### src/rtl/admo_alu_arbiter_pkg.sv
// Shared types and constants for the two-port ALU arbiter and its ALU.
package admo_alu_arbiter_pkg;

  localparam int unsigned DATA_WIDTH = 32;
  localparam int unsigned OP_W       = 4;

  localparam logic [OP_W-1:0] ALU_ADD = 4'h0;
  localparam logic [OP_W-1:0] ALU_SUB = 4'h1;
  localparam logic [OP_W-1:0] ALU_AND = 4'h2;
  localparam logic [OP_W-1:0] ALU_OR  = 4'h3;
  localparam logic [OP_W-1:0] ALU_XOR = 4'h4;

  typedef enum logic {
    ARB_ST_IDLE = 1'b0,
    ARB_ST_RESP = 1'b1
  } arb_state_e;

  function automatic logic alu_op_legal(input logic [OP_W-1:0] op);
    logic legal;
    legal = 1'b0;
    case (op)
      ALU_ADD, ALU_SUB, ALU_AND, ALU_OR, ALU_XOR: legal = 1'b1;
      default:                                    legal = 1'b0;
    endcase
    return legal;
  endfunction

endpackage

### src/rtl/admo_alu_arbiter_alu.sv
// Combinational ALU: wrapping add/sub and bitwise ops; undefined codes yield zero.
module admo_alu_arbiter_alu
  import admo_alu_arbiter_pkg::*;
#(
  parameter int unsigned DW     = DATA_WIDTH,
  parameter int unsigned CHK_OP = 1
) (
  input  logic [OP_W-1:0] op,
  input  logic [DW-1:0]   a,
  input  logic [DW-1:0]   b,
  output logic [DW-1:0]   res_c,
  output logic            err_c
);

  always_comb begin
    res_c = '0;
    err_c = 1'b0;
    case (op)
      ALU_ADD: res_c = a + b;
      ALU_SUB: res_c = a - b;
      ALU_AND: res_c = a & b;
      ALU_OR:  res_c = a | b;
      ALU_XOR: res_c = a ^ b;
      default: err_c = (CHK_OP != 0);
    endcase
  end

endmodule

### src/rtl/admo_alu_arbiter.sv
// Round-robin share of one ALU between two valid/ready requesters, one op in flight.
module admo_alu_arbiter
  import admo_alu_arbiter_pkg::*;
#(
  parameter int unsigned DW     = DATA_WIDTH,
  parameter int unsigned CHK_OP = 1
) (
  input  logic            clk,
  input  logic            rst,
  input  logic            req0_valid,
  output logic            req0_ready,
  input  logic [OP_W-1:0] req0_op,
  input  logic [DW-1:0]   req0_a,
  input  logic [DW-1:0]   req0_b,
  output logic            rsp0_valid,
  input  logic            rsp0_ready,
  output logic [DW-1:0]   rsp0_res,
  output logic            rsp0_err,
  input  logic            req1_valid,
  output logic            req1_ready,
  input  logic [OP_W-1:0] req1_op,
  input  logic [DW-1:0]   req1_a,
  input  logic [DW-1:0]   req1_b,
  output logic            rsp1_valid,
  input  logic            rsp1_ready,
  output logic [DW-1:0]   rsp1_res,
  output logic            rsp1_err
);

  arb_state_e      state_q, state_d;
  logic            owner_q, owner_d;
  logic            last_grant_q, last_grant_d;
  logic [DW-1:0]   res_q, res_d;
  logic            err_q, err_d;

  logic            retire;
  logic            grant_en;
  logic            grant;
  logic [OP_W-1:0] alu_op;
  logic [DW-1:0]   alu_a;
  logic [DW-1:0]   alu_b;
  logic [DW-1:0]   alu_res;
  logic            alu_err;

  admo_alu_arbiter_alu #(
    .DW     (DW),
    .CHK_OP (CHK_OP)
  ) u_alu (
    .op    (alu_op),
    .a     (alu_a),
    .b     (alu_b),
    .res_c (alu_res),
    .err_c (alu_err)
  );

  // Grant window: idle, or the owner is retiring its response this cycle.
  always_comb begin
    retire   = (state_q == ARB_ST_RESP) && (owner_q ? rsp1_ready : rsp0_ready);
    grant    = 1'b0;
    if (req0_valid && req1_valid) begin
      grant = ~last_grant_q;
    end else if (req1_valid) begin
      grant = 1'b1;
    end
    grant_en   = !rst && (req0_valid || req1_valid) &&
                 ((state_q == ARB_ST_IDLE) || retire);
    req0_ready = grant_en && !grant;
    req1_ready = grant_en && grant;
    alu_op     = grant ? req1_op : req0_op;
    alu_a      = grant ? req1_a  : req0_a;
    alu_b      = grant ? req1_b  : req0_b;
  end

  always_comb begin
    state_d      = state_q;
    owner_d      = owner_q;
    last_grant_d = last_grant_q;
    res_d        = res_q;
    err_d        = err_q;
    if (grant_en) begin
      state_d      = ARB_ST_RESP;
      owner_d      = grant;
      last_grant_d = grant;
      res_d        = alu_res;
      err_d        = alu_err;
    end else if (retire) begin
      state_d = ARB_ST_IDLE;
    end
  end

  always_ff @(posedge clk) begin
    if (rst) begin
      state_q      <= ARB_ST_IDLE;
      owner_q      <= 1'b0;
      last_grant_q <= 1'b1;
      res_q        <= '0;
      err_q        <= 1'b0;
    end else begin
      state_q      <= state_d;
      owner_q      <= owner_d;
      last_grant_q <= last_grant_d;
      res_q        <= res_d;
      err_q        <= err_d;
    end
  end

  assign rsp0_valid = (state_q == ARB_ST_RESP) && !owner_q;
  assign rsp1_valid = (state_q == ARB_ST_RESP) && owner_q;
  assign rsp0_res   = res_q;
  assign rsp1_res   = res_q;
  assign rsp0_err   = err_q;
  assign rsp1_err   = err_q;

endmodule

### config.mk
export PLATFORM = sky130hd
export DESIGN_NAME = admo_alu_arbiter
export DESIGN_NICKNAME = d
export VERILOG_FILES = /design/src/rtl/admo_alu_arbiter_pkg.sv /design/src/rtl/admo_alu_arbiter_alu.sv /design/src/rtl/admo_alu_arbiter.sv
export SDC_FILE = /design/constraint.sdc
export NUM_CORES = 1
export LEC_CHECK = 0
export CORE_AREA = 10 10 167 169
export CTS_CLUSTER_DIAMETER = 80
export DETAILED_ROUTE_END_ITERATION = 6
export DIE_AREA = 0 0 177 179
export GPL_ROUTABILITY_DRIVEN = 0
export PLACE_DENSITY = 0.55
export SYNTH_ARGS = -nofsm -noshare
export SYNTH_HDL_FRONTEND = slang
export SYNTH_HIERARCHICAL = 1
export SYNTH_SLANG_ARGS = --single-unit
### constraint.sdc
create_clock -name clk -period 9.3 [get_ports clk]
set_input_delay 1.395 -clock clk [delete_from_list [all_inputs] [get_ports clk]]
set_output_delay 1.395 -clock clk [all_outputs]
set_load 0.05 [all_outputs]
Word-level counts from Yosys, hierarchy flattened
Index checks and enable logic that the tools add are counted.
{"block": "totals", "ff_bits": 36, "out_inout_bits": 70, "wordCells": 42}
{"block": "op_classes", "n_addsub": 2, "n_eq_ne": 4, "mux": 10, "bitwise_logic": 5, "n_reduce_logical": 16}
{"op": "32-bit one-hot mux with 5 select lines", "count": 1}
{"op": "32-bit 2-to-1 mux", "count": 2}
{"op": "32-bit adder", "count": 1}
{"op": "32-bit AND", "count": 1}
{"op": "32-bit bitwise OR", "count": 1}
{"op": "32-bit subtractor", "count": 1}
{"op": "32-bit XOR", "count": 1}
{"op": "4-bit by 2-bit equality test with 1-bit output, second input constant", "count": 2}
{"op": "1-bit logical AND", "count": 8}
{"op": "1-bit 2-to-1 mux", "count": 6}
{"op": "5-bit OR reduction", "count": 1}
{"op": "4-bit by 1-bit equality test with 1-bit output, second input constant", "count": 1}
{"op": "4-bit by 3-bit equality test with 1-bit output, second input constant", "count": 1}
{"op": "4-bit zero test", "count": 1}
{"op": "4-bit 2-to-1 mux", "count": 1}
{"op": "1-bit zero test", "count": 3}
{"op": "1-bit logical OR", "count": 2}
{"op": "1-bit NOT", "count": 2}
{"op": "2-bit nonzero test", "count": 1}

Depth between registers and ports, before layout
Gate-level depths: netlist of run 1.
{"block": "logic_depth", "ltp_word": 6, "mapped_depth": 22, "ltp_nobuf": 20}

Hierarchy
The synthesis of run 1 kept the hierarchy.
{"mod": "admo_alu_arbiter_alu", "instances": 1, "cells_per_inst": 529, "area_each_um2": 3881.2}
{"mod": "admo_alu_arbiter", "instances": 1, "cells_per_inst": 234, "area_each_um2": 2643.8}

Least setup slack after synthesis of run 1
No wires, ideal clock.
{"block": "synth_path", "path_type": "input port to flip-flop", "startpoint": "input port req1_valid", "endpoint": "register res_q[28] (netlist: rsp0_res[28])", "t_arrival_ns": 5.823, "path_slack_ns": 3.355, "cell_stages": 19, "path_buffers": 2, "cell_sequence": "a21boi_1 -> buf_2 -> mux2_2 -> nor3_1 -> and2_1 -> clkbuf_1 -> a21o_1 -> xnor2_1 -> ha_1 -> o211ai_1 -> a21oi_1 -> o2111ai_1 -> nand3_1 -> a211o_1 -> a2111o_1 -> a211oi_1 -> xor2_1 -> o21ai_1 -> mux2_4"}
{"block": "synth_via", "elab_chain_cells": 5, "elab_cells_between_ends": 20, "cone_classes": "2 x add/sub; 4 x eq/ne; 6 x mux; 3 x bitwise; 5 x reduce/logical"}
{"item": "from (decl)", "line": "admo_alu_arbiter.sv:19", "rtl": "input logic req1_valid,"}
{"item": "1-bit 2-to-1 mux or 1-bit logical AND (tied branches)", "line": "admo_alu_arbiter.sv:62, admo_alu_arbiter.sv:60"}
{"item": "1-bit 2-to-1 mux (*)", "line": "admo_alu_arbiter.sv:60", "rtl": "if (req0_valid && req1_valid) begin"}
{"item": "4-bit 2-to-1 mux (*)", "line": "admo_alu_arbiter.sv:69", "rtl": "alu_op = grant ? req1_op : req0_op;"}
{"item": "named net alu_op[2]", "line": "admo_alu_arbiter.sv:39", "rtl": "logic [OP_W-1:0] alu_op;"}
{"item": "4-bit by 3-bit equality test with 1-bit output, or another cell as far along", "line": "admo_alu_arbiter_alu.sv:18", "rtl": "case (op)"}
{"item": "32-bit one-hot mux with 5 select lines (*)", "line": "admo_alu_arbiter_alu.sv:18"}
{"item": "named net alu_res[28]", "line": "admo_alu_arbiter.sv:42", "rtl": "logic [DW-1:0] alu_res;"}
{"item": "to (signal assigned)", "line": "admo_alu_arbiter.sv:102", "rtl": "res_q <= res_d;"}
{"item": "to (decl)", "line": "admo_alu_arbiter.sv:33", "rtl": "logic [DW-1:0] res_q, res_d;"}
The timed path passes the listed nets; every way through them passes the cells marked *.
A chain may end at the register's enable or synchronous reset.

Worst setup path after layout of run 1
{"block": "layout_path", "startpoint": "input port req1_valid", "endpoint": "register res_q[31] (netlist: rsp0_res[31])"}
{"block": "layout_via", "elab_chain_cells": 5, "elab_cells_between_ends": 20, "cone_classes": "2 x add/sub; 4 x eq/ne; 6 x mux; 3 x bitwise; 5 x reduce/logical"}
{"item": "1-bit 2-to-1 mux or 1-bit logical AND (tied branches)", "line": "admo_alu_arbiter.sv:62, admo_alu_arbiter.sv:60"}
{"item": "1-bit 2-to-1 mux (*)", "line": "admo_alu_arbiter.sv:60"}
{"item": "32-bit 2-to-1 mux (*)", "line": "admo_alu_arbiter.sv:71", "rtl": "alu_b = grant ? req1_b : req0_b;"}
{"item": "named net alu_b[10]", "line": "admo_alu_arbiter.sv:41", "rtl": "logic [DW-1:0] alu_b;"}
{"item": "32-bit subtractor or 32-bit adder (tied branches)", "line": "admo_alu_arbiter_alu.sv:20, admo_alu_arbiter_alu.sv:19"}
{"item": "32-bit one-hot mux with 5 select lines (*)", "line": "admo_alu_arbiter_alu.sv:18"}
{"item": "named net alu_res[31]", "line": "admo_alu_arbiter.sv:42"}
Marked as above.

==> tab_implementation.tex, run 1 <==
\begin{tabular}{lr}
\hline
Metric & Value \\
\hline
\multicolumn{2}{l}{\textbf{Outcome}} \\
Run status & completed \\
\multicolumn{2}{l}{\textbf{Timing}} \\
Max Fclk & 0.136 GHz \\
Final critical-path share of the clock period & 0.788 \\
Slew at the pin closest to its max-slew limit & between 1 and 1.5 ns \\
Relative slew slack & 0.309 \\
Setup violations, final & 0 \\
Setup\_tns & 0 ns \\
Min Clock Period, post-route & 7.33 ns \\
Final Skew & around 0.0084 ns \\
Final-report hold violation count & 0 \\
Final Slew Violations & 0 \\
Unrepaired setup endpoints after global routing & false \\
\multicolumn{2}{l}{\textbf{Clock tree}} \\
Level count of the clock H-tree & 2 \\
Post-CTS Setup Bufs & 0 \\
Count of hold-fix buffers inserted at cts & 0 \\
Longest Clk Path Bufs & 2 \\
CTS Buf Count & 5 \\
Clock slew at reported path FFs & 0.07 ns \\
Total of cells resized after clock tree synthesis & 0 \\
TritonCTS clock tree & done \\
Clock network latency to the later pin of the worst-skew pair & 0.30 ns \\
Cell chosen for the clock root & sky130\_fd\_sc\_hd\_\_clkbuf\_16 \\
Count of clock tree sinks & 36 \\
\multicolumn{2}{l}{\textbf{Hold path}} \\
HP Class & flip-flop to flip-flop \\
\multicolumn{2}{l}{\textbf{Power and ir drop}} \\
Net Sw Frac & 0.446 \\
Power Dens Cells & 125 nW/µm² \\
Fraction of power consumed by the clock network & 0.189 \\
Comb pwr share & 0.644 \\
Static leakage & 3.76 nW \\
Worst ir drop on vdd & between 0.06 and 0.07 mV \\
Register share of total power & 0.167 \\
Reported net switching power & 0.493 mW \\
Internal power summed over all cells & 0.612 mW \\
\multicolumn{2}{l}{\textbf{Die}} \\
Die area & 31700 µm² \\
Vert. Die Dim & roughly 180 µm \\
Horizontal die dimension & 177 µm \\
I/O pin count & 212 \\
Core area & 24700 µm² \\
Initial cell density of the core & 0.264 \\
Number of placement rows & just under 60 \\
\multicolumn{2}{l}{\textbf{Synthesis}} \\
Synth Net Count & 1002 \\
Cell Area, Synth & 6530 µm² \\
Gate count after technology mapping & about 760 \\
Simple-Gate Fraction of Synth Area & 0.126 \\
Adder-cell share of the synthesized area & 0.187 \\
Number of storage elements in the synthesis netlist & 36 \\
Warnings, synthesis & 6 \\
Synthesized-area fraction occupied by ao, oa, aoi and oai cells & 0.196 \\
Mux contribution to synthesized area & 0.195 \\
Per-instance average area after synthesis & 8.55 µm² \\
Count of unique library cells instantiated by Yosys & 63 \\
Largest family of logic cells by synthesized area & compound AO/OA/AOI/OAI gates \\
Most instantiated flip-flop cell in the synthesis netlist & sky130\_fd\_sc\_hd\_\_dfxtp\_1 \\
XOR/XNOR Fraction of Synth Area & 0.0777 \\
Share of flip-flops with an asynchronous set or reset after synthesis & 0 \\
Sequential-to-total area share from yosys stat & 0.110 \\
Number of enable-type register cells in the synthesized netlist & 0 \\
\multicolumn{2}{l}{\textbf{Placed design}} \\
Cell Count Post-Placement & $\sim$1200 \\
Final HPWL DP & 17700 µm \\
\# port buffers & $\sim$210 \\
\multicolumn{2}{l}{\textbf{Detailed routing}} \\
Antenna-violating nets left & 0 \\
Avg WL per Cell & roughly 17 µm \\
Iteration count of the initial detailed-routing pass & 4 \\
DR vias/cell & 4.81 \\
Violation count after the first detailed-routing iteration & 183 \\
Detailed Route WL & 21700 µm \\
Post-detailed-route DRC marker count & 0 \\
Vias after detailed routing & 6008 \\
\multicolumn{2}{l}{\textbf{Final layout}} \\
Most frequent standard cell in the layout excluding fill and tap cells & sky130\_fd\_sc\_hd\_\_clkdlybuf4s50\_1 \\
Layout cell share with drive strength beyond 1 & 0.148 \\
Count of antenna diodes in the layout & 0 \\
Post-layout util & 0.358 \\
Post-route insts no fill & 1249 \\
Net count, final & 1157 \\
Signed area change from the synthesized netlist to the final layout & 35.6\% \\
Most frequent cells in the layout & sky130\_fd\_sc\_hd\_\_clkdlybuf4s50\_1, sky130\_fd\_sc\_hd\_\_ha\_1, sky130\_fd\_sc\_hd\_\_mux2\_2, sky130\_fd\_sc\_hd\_\_inv\_1, sky130\_fd\_sc\_hd\_\_xnor2\_1 \\
\multicolumn{2}{l}{\textbf{Critical path}} \\
Last element of the critical path & rsp0\_res[31] \\
Largest driver fanout on the critical path & 28 \\
Endpoint of the worst-slack reg-to-reg timing path & rsp0\_res[31] \\
Depth of the worst register-to-register path & 18 \\
Critical path capture point type & flip-flop \\
Required time at the worst-slack endpoint & 9.50 ns \\
Critical R2R Launch & last\_grant\_q \\
Setup crit start & req1\_valid \\
Internal reg-to-reg setup slack & 3.24 ns \\
Critical path launch point type & input pin \\
WS Path Type & input pin to flip-flop \\
Worst path arrival time & 7.52 ns \\
\multicolumn{2}{l}{\textbf{GRT}} \\
First-pass GRT wire length & 33700 µm \\
Vias in the first global route & 6162 \\
Pin count of the biggest net entering global routing & 39 \\
Initial antenna violation count & 0 \\
Total congestion overflow after global routing & 0 \\
Total track usage & 0.132 \\
\multicolumn{2}{l}{\textbf{Run}} \\
Max-cap violation count & 0 \\
\hline
\end{tabular}
-- critical path: stages --
cell,delay (ns)
sky130_fd_sc_hd__clkdlybuf4s50_1,0.49
sky130_fd_sc_hd__a21boi_4,0.44
sky130_fd_sc_hd__buf_4,0.43
sky130_fd_sc_hd__mux2_2,0.43
sky130_fd_sc_hd__nor4_1,0.63
sky130_fd_sc_hd__and4_1,0.30
sky130_fd_sc_hd__nand2_1,0.12
sky130_fd_sc_hd__nor3_1,0.86
sky130_fd_sc_hd__a21oi_1,0.19
sky130_fd_sc_hd__xnor2_1,0.17
sky130_fd_sc_hd__ha_1,0.40
sky130_fd_sc_hd__and3_1,0.24
sky130_fd_sc_hd__nand4_1,0.09
sky130_fd_sc_hd__o211ai_1,0.21
sky130_fd_sc_hd__a21oi_1,0.14
sky130_fd_sc_hd__o21ai_1,0.32
sky130_fd_sc_hd__mux2i_1,0.13
sky130_fd_sc_hd__a211o_1,0.24
sky130_fd_sc_hd__mux2_4,0.26
-- metal layers --
| metal | up-vias | part of all wire | track usage |
|---|---|---|---|
| li1 | 3028 | - | - |
| met1 | 2825 | 0.47 | 0.172 |
| met2 | 147 | 0.47 | 0.224 |
| met3 | 8 | 0.052 | 0.0240 |
| met4 | 0 | 0.0087 | 0.0273 |
| met5 | - | 0 | 0 |
-- cells by family after synthesis --
family,count (synthesis)
adders and majority gates,97
DFF,36
AOI/OAI and AO/OA,183
and+or+nand+nor,148
muxes,104
xor gates and xnor gates,57
buffers and inverters,138
-- layout make-up --
| class | instances | area, µm² |
|---|---|---|
| Fill cell | 2533 | 15900 |
| Sequential cell | 36 | 721 |
| Clock buffer | 5 | 125 |
| Multi-Input combinational cell | 589 | 5120 |
| Inverter | 67 | 251 |
| Timing Repair Buffer | 219 | 2170 |
| Clock inverter | 3 | 42.5 |
| Tap cell | 330 | 413 |
-- synth_stat cells (5+ instances only) --
| cell | number | area share |
|---|---|---|
| sky130_fd_sc_hd__ha_1 | 96 | 0.18 |
| sky130_fd_sc_hd__mux2_2 | 74 | 0.13 |
| sky130_fd_sc_hd__inv_1 | 66 | 0.038 |
| sky130_fd_sc_hd__xnor2_1 | 40 | 0.054 |
| sky130_fd_sc_hd__nor2b_1 | 39 | 0.037 |
| sky130_fd_sc_hd__dfxtp_1 | 36 | 0.11 |
| sky130_fd_sc_hd__buf_4 | 33 | 0.038 |
| sky130_fd_sc_hd__a21oi_1 | 30 | 0.023 |
| sky130_fd_sc_hd__nor2_1 | 30 | 0.017 |
| sky130_fd_sc_hd__mux2_4 | 28 | 0.064 |
| sky130_fd_sc_hd__clkbuf_1 | 27 | 0.016 |
| sky130_fd_sc_hd__nand2_1 | 24 | 0.014 |
| sky130_fd_sc_hd__a22oi_1 | 21 | 0.024 |
| sky130_fd_sc_hd__o221ai_1 | 20 | 0.027 |
| sky130_fd_sc_hd__o21ai_0 | 19 | 0.015 |
| sky130_fd_sc_hd__a21o_1 | 18 | 0.021 |
| sky130_fd_sc_hd__xor2_1 | 16 | 0.021 |
| sky130_fd_sc_hd__a31oi_1 | 13 | 0.012 |
| sky130_fd_sc_hd__o21ai_1 | 11 | 0.0084 |
| sky130_fd_sc_hd__nand3_1 | 9 | 0.0069 |
| sky130_fd_sc_hd__a221oi_1 | 8 | 0.011 |
| sky130_fd_sc_hd__o211ai_1 | 8 | 0.0092 |
| sky130_fd_sc_hd__and3_1 | 7 | 0.0067 |
| sky130_fd_sc_hd__buf_2 | 7 | 0.0054 |
| sky130_fd_sc_hd__nand2b_1 | 7 | 0.0067 |
| sky130_fd_sc_hd__nand4_1 | 6 | 0.0058 |
| sky130_fd_sc_hd__nor3_1 | 5 | 0.0038 |
-- sequential cells by signal, indices dropped and copies added (netlist names) --
name and flops:
rsp0_res 32, last_grant_q 1, owner_q 1, rsp0_err 1
state_q 1
-- worst min-delay path by stage --
stage	start	end	slack, ns	cells after the start
final	state_q	state_q	0.54	2
after detailed placement	state_q	state_q	0.53	2
after global placement	state_q	state_q	0.53	2
after global routing	state_q	state_q	0.57	2
after floorplan	last_grant_q	last_grant_q	0.48	1
after CTS	state_q	state_q	0.55	2
-- power by group through the flow --
stage	Combinational, mW	Clock, mW	Sequential (mW)
floorplan	0.469	0	0.235
global placement	0.711	0	0.189
detailed placement	0.713	0	0.189
CTS	0.717	0.217	0.186
global route	0.777	0.221	0.188
finish	0.711	0.209	0.185
-- through the flow --
| step | setup slack [ns] | hold slack, ns | total power, mW | area, µm² |
|---|---|---|---|---|
| 4_1_cts | 2.02 | 0.546 | 1.12 | 8850 |
| 2_1_floorplan | 3.36 | 0.481 | 0.704 | 6530 |
| 3_5_place_dp | 1.72 | 0.533 | 0.902 | 8680 |
| 3_3_place_gp | 1.88 | 0.527 | 0.900 | 8680 |
| 5_1_grt | 1.61 | 0.573 | 1.19 | 8850 |
| 6_report | 1.97 | 0.538 | 1.10 | 8850 |
Power figures use the tool's default switching activity.
==> run 2: changes to the inputs <==
--- a/config.mk
+++ b/config.mk
@@ -10,7 +10,7 @@
 export DETAILED_ROUTE_END_ITERATION = 6
 export DIE_AREA = 0 0 177 179
 export GPL_ROUTABILITY_DRIVEN = 0
-export PLACE_DENSITY = 0.55
+export PLACE_DENSITY = 0.57
 export SYNTH_ARGS = -nofsm -noshare
 export SYNTH_HDL_FRONTEND = slang
 export SYNTH_HIERARCHICAL = 1
==> constraint.sdc (replaced) <==
create_clock -name clk -period 6.7 [get_ports clk]
set_input_delay 1.005 -clock clk [delete_from_list [all_inputs] [get_ports clk]]
set_output_delay 1.005 -clock clk [all_outputs]
set_load 0.05 [all_outputs]
==> tab_implementation.tex, run 2 (synthesized netlist as in run 1, its figures left out) <==
\begin{tabular}{lr}
\hline
Metric & Value \\
\hline
\multicolumn{2}{l}{\textbf{Placed design}} \\
Placement-stage cell area & 8740 µm² \\
Cell Count Post-Placement & roughly 1200 \\
\# port buffers & about 210 \\
Final HPWL DP & approximately 18000 µm \\
\multicolumn{2}{l}{\textbf{Critical path}} \\
CP Buf/Inv Count & 3 \\
Endpoint of the worst-slack reg-to-reg timing path & rsp0\_res[24] \\
Critical-path cell list & clkdlybuf4s50\_1 -> a21boi\_4 -> buf\_4 -> mux2\_2 -> nor4\_1 -> buf\_4 -> and4\_1 -> nand2\_1 -> o21ai\_0 -> xnor2\_1 -> ha\_1 -> a21o\_1 -> a211oi\_1 -> nand4\_1 -> a31o\_2 -> a31o\_2 -> a31oi\_1 -> xor2\_1 -> o221ai\_1 -> mux2\_4 \\
Required time at the worst-slack endpoint & 6.89 ns \\
Critical path capture point type & flip-flop \\
Internal reg-to-reg setup slack & 1.69 ns \\
Depth of the worst register-to-register path & 19 \\
Critical R2R Launch & last\_grant\_q \\
Crit path max-delay cell type & sky130\_fd\_sc\_hd\_\_clkdlybuf4s50\_1 \\
Critical path launch point type & input pin \\
Worst path arrival time & slightly above 6 ns \\
Slowest Stage Delay on Critical Path & 0.49 ns \\
Kind of cell adding the most delay to the critical path & compound AO/OA/AOI/OAI gates \\
WS Path Type & input pin to flip-flop \\
Largest driver fanout on the critical path & 26 \\
\multicolumn{2}{l}{\textbf{Die}} \\
Initial cell density of the core & 0.264 \\
Vert. Die Dim & 179 µm \\
Horizontal die dimension & 177 µm \\
I/O pin count & 212 \\
Number of placement rows & 58 \\
Die area & $\sim$32000 µm² \\
Core area & 24700 µm² \\
\multicolumn{2}{l}{\textbf{Timing}} \\
Final-report hold violation count & 0 \\
Final critical-path share of the clock period & 0.882 \\
Final Skew & just under 0.005 ns \\
Hold\_ws & approximately 0.54 ns \\
Final Slew Violations & 0 \\
Setup violations, final & 0 \\
Min Clock Period, post-route & 5.91 ns \\
Unrepaired setup endpoints after global routing & false \\
Setup\_tns & 0 ns \\
Slew at the pin closest to its max-slew limit & 1.16 ns \\
Max Fclk & around 0.17 GHz \\
Relative slew slack & 0.227 \\
\multicolumn{2}{l}{\textbf{Final layout}} \\
Layout cell share with drive strength beyond 1 & 0.154 \\
Signed area change from the synthesized netlist to the final layout & 36.3\% \\
Register area & 721 µm² \\
Post-route insts no fill & 1256 \\
Net count, final & 1165 \\
Count of antenna diodes in the layout & 0 \\
Fillcell total & 2559 \\
Area of all placed cells without fillers & 8890 µm² \\
Area taken by multi-input logic gates & 5120 µm² \\
Most frequent cells in the layout & sky130\_fd\_sc\_hd\_\_clkdlybuf4s50\_1, sky130\_fd\_sc\_hd\_\_ha\_1, sky130\_fd\_sc\_hd\_\_mux2\_2, sky130\_fd\_sc\_hd\_\_inv\_1, sky130\_fd\_sc\_hd\_\_xnor2\_1 \\
Flip-flop count of the largest register after layout & 32 \\
Most frequent standard cell in the layout excluding fill and tap cells & sky130\_fd\_sc\_hd\_\_clkdlybuf4s50\_1 \\
\multicolumn{2}{l}{\textbf{Clock tree}} \\
Clock network latency to the later pin of the worst-skew pair & 0.30 ns \\
Count of hold-fix buffers inserted at cts & 0 \\
CTS Buf Count & 5 \\
Longest Clk Path Bufs & 2 \\
TritonCTS clock tree & done \\
Cell chosen for the clock root & sky130\_fd\_sc\_hd\_\_clkbuf\_16 \\
Clock slew at reported path FFs & 0.07 ns \\
Level count of the clock H-tree & 2 \\
Post-CTS Setup Bufs & 0 \\
Count of clock tree sinks & 36 \\
Total of cells resized after clock tree synthesis & 0 \\
\multicolumn{2}{l}{\textbf{GRT}} \\
Pin count of the biggest net entering global routing & 39 \\
Vias in the first global route & 6170 \\
Initial antenna violation count & 0 \\
Total congestion overflow after global routing & 0 \\
First-pass GRT wire length & about 34000 µm \\
Total track usage & 0.133 \\
\multicolumn{2}{l}{\textbf{Detailed routing}} \\
DR vias/cell & 4.87 \\
Violation count after the first detailed-routing iteration & 222 \\
Vias after detailed routing & 6114 \\
Iteration count of the initial detailed-routing pass & 5 \\
Detailed Route WL & approximately 22000 µm \\
Antenna-violating nets left & 0 \\
Post-detailed-route DRC marker count & 0 \\
Avg WL per Cell & between 15 and 20 µm \\
\multicolumn{2}{l}{\textbf{Hold path}} \\
Hold Path Stages & 2 \\
Destination of the worst hold path & state\_q \\
HP Class & flip-flop to flip-flop \\
Hold path startpoint & state\_q \\
\multicolumn{2}{l}{\textbf{Power and ir drop}} \\
Static leakage & 3.79 nW \\
Power Dens Cells & about 170 nW/µm² \\
Worst ir drop on vdd & 0.0829 mV \\
\multicolumn{2}{l}{\textbf{Outcome}} \\
Run status & completed \\
\multicolumn{2}{l}{\textbf{Run}} \\
Max-cap violation count & 0 \\
\hline
\end{tabular}
-- run 2: cell types whose count changed in the layout (fill, tap and decap cells not counted), sizes merged --
cell | previous run | this run
clkbuf | 5 | 7
buf | 8 | 16
clkinv | 1 | 0
bufinv | 1 | 0
clkinvlp | 1 | 0
-- run 2: how the worst max path moves through the flow --
stage,from,to,cells after the start,slack [ns]
finish,req1_valid,rsp0_res[24],20,0.79
global route,req1_valid,rsp0_res[24],20,0.37
CTS,req1_valid,rsp0_res[24],20,0.75
detailed placement,req1_valid,rsp0_res[24],20,0.44
global placement,req1_valid,rsp0_res[24],20,0.51
floorplan,req1_valid,rsp0_res[28],19,1.15
-- run 2: layout make-up --
cell class | instances | share of cell area
Multi-Input combinational cell | 589 | 0.576
Timing Repair Buffer | 227 | 0.251
Sequential cell | 36 | 0.0810
Tap cell | 330 | 0.0464
Inverter | 67 | 0.0283
Clock buffer | 7 | 0.0172
-- run 2: per-stage QoR --
step                 util  setup WS (ns)  power, mW
global placement    0.353          0.508       1.25
floorplan               -           1.15      0.977
CTS                 0.359          0.750       1.54
detailed placement  0.353          0.441       1.26
finish              0.359          0.789       1.52
global route        0.359          0.373       1.62
-- run 2: routing by layer --
layer	up-vias	global-route usage	share of wire
met5	-	0	0
li1	3046	-	-
met2	166	0.231	0.48
met4	0	0.0256	0.0088
met3	11	0.0251	0.055
met1	2891	0.169	0.46
-- run 2: power by group --
group	switching, mW	internal (mW)	leakage [nW]
sequential	0.0198	0.237	0.294
combinational	0.556	0.441	3.42
clock	0.111	0.157	0.0760
total	0.686	0.834	3.79
-- run 2: tightest hold or removal path, cell delays in order (launching register included) --
cell and delay (ns):
sky130_fd_sc_hd__dfxtp_1 0.34, sky130_fd_sc_hd__nand2_1 0.09, sky130_fd_sc_hd__a21oi_1 0.06
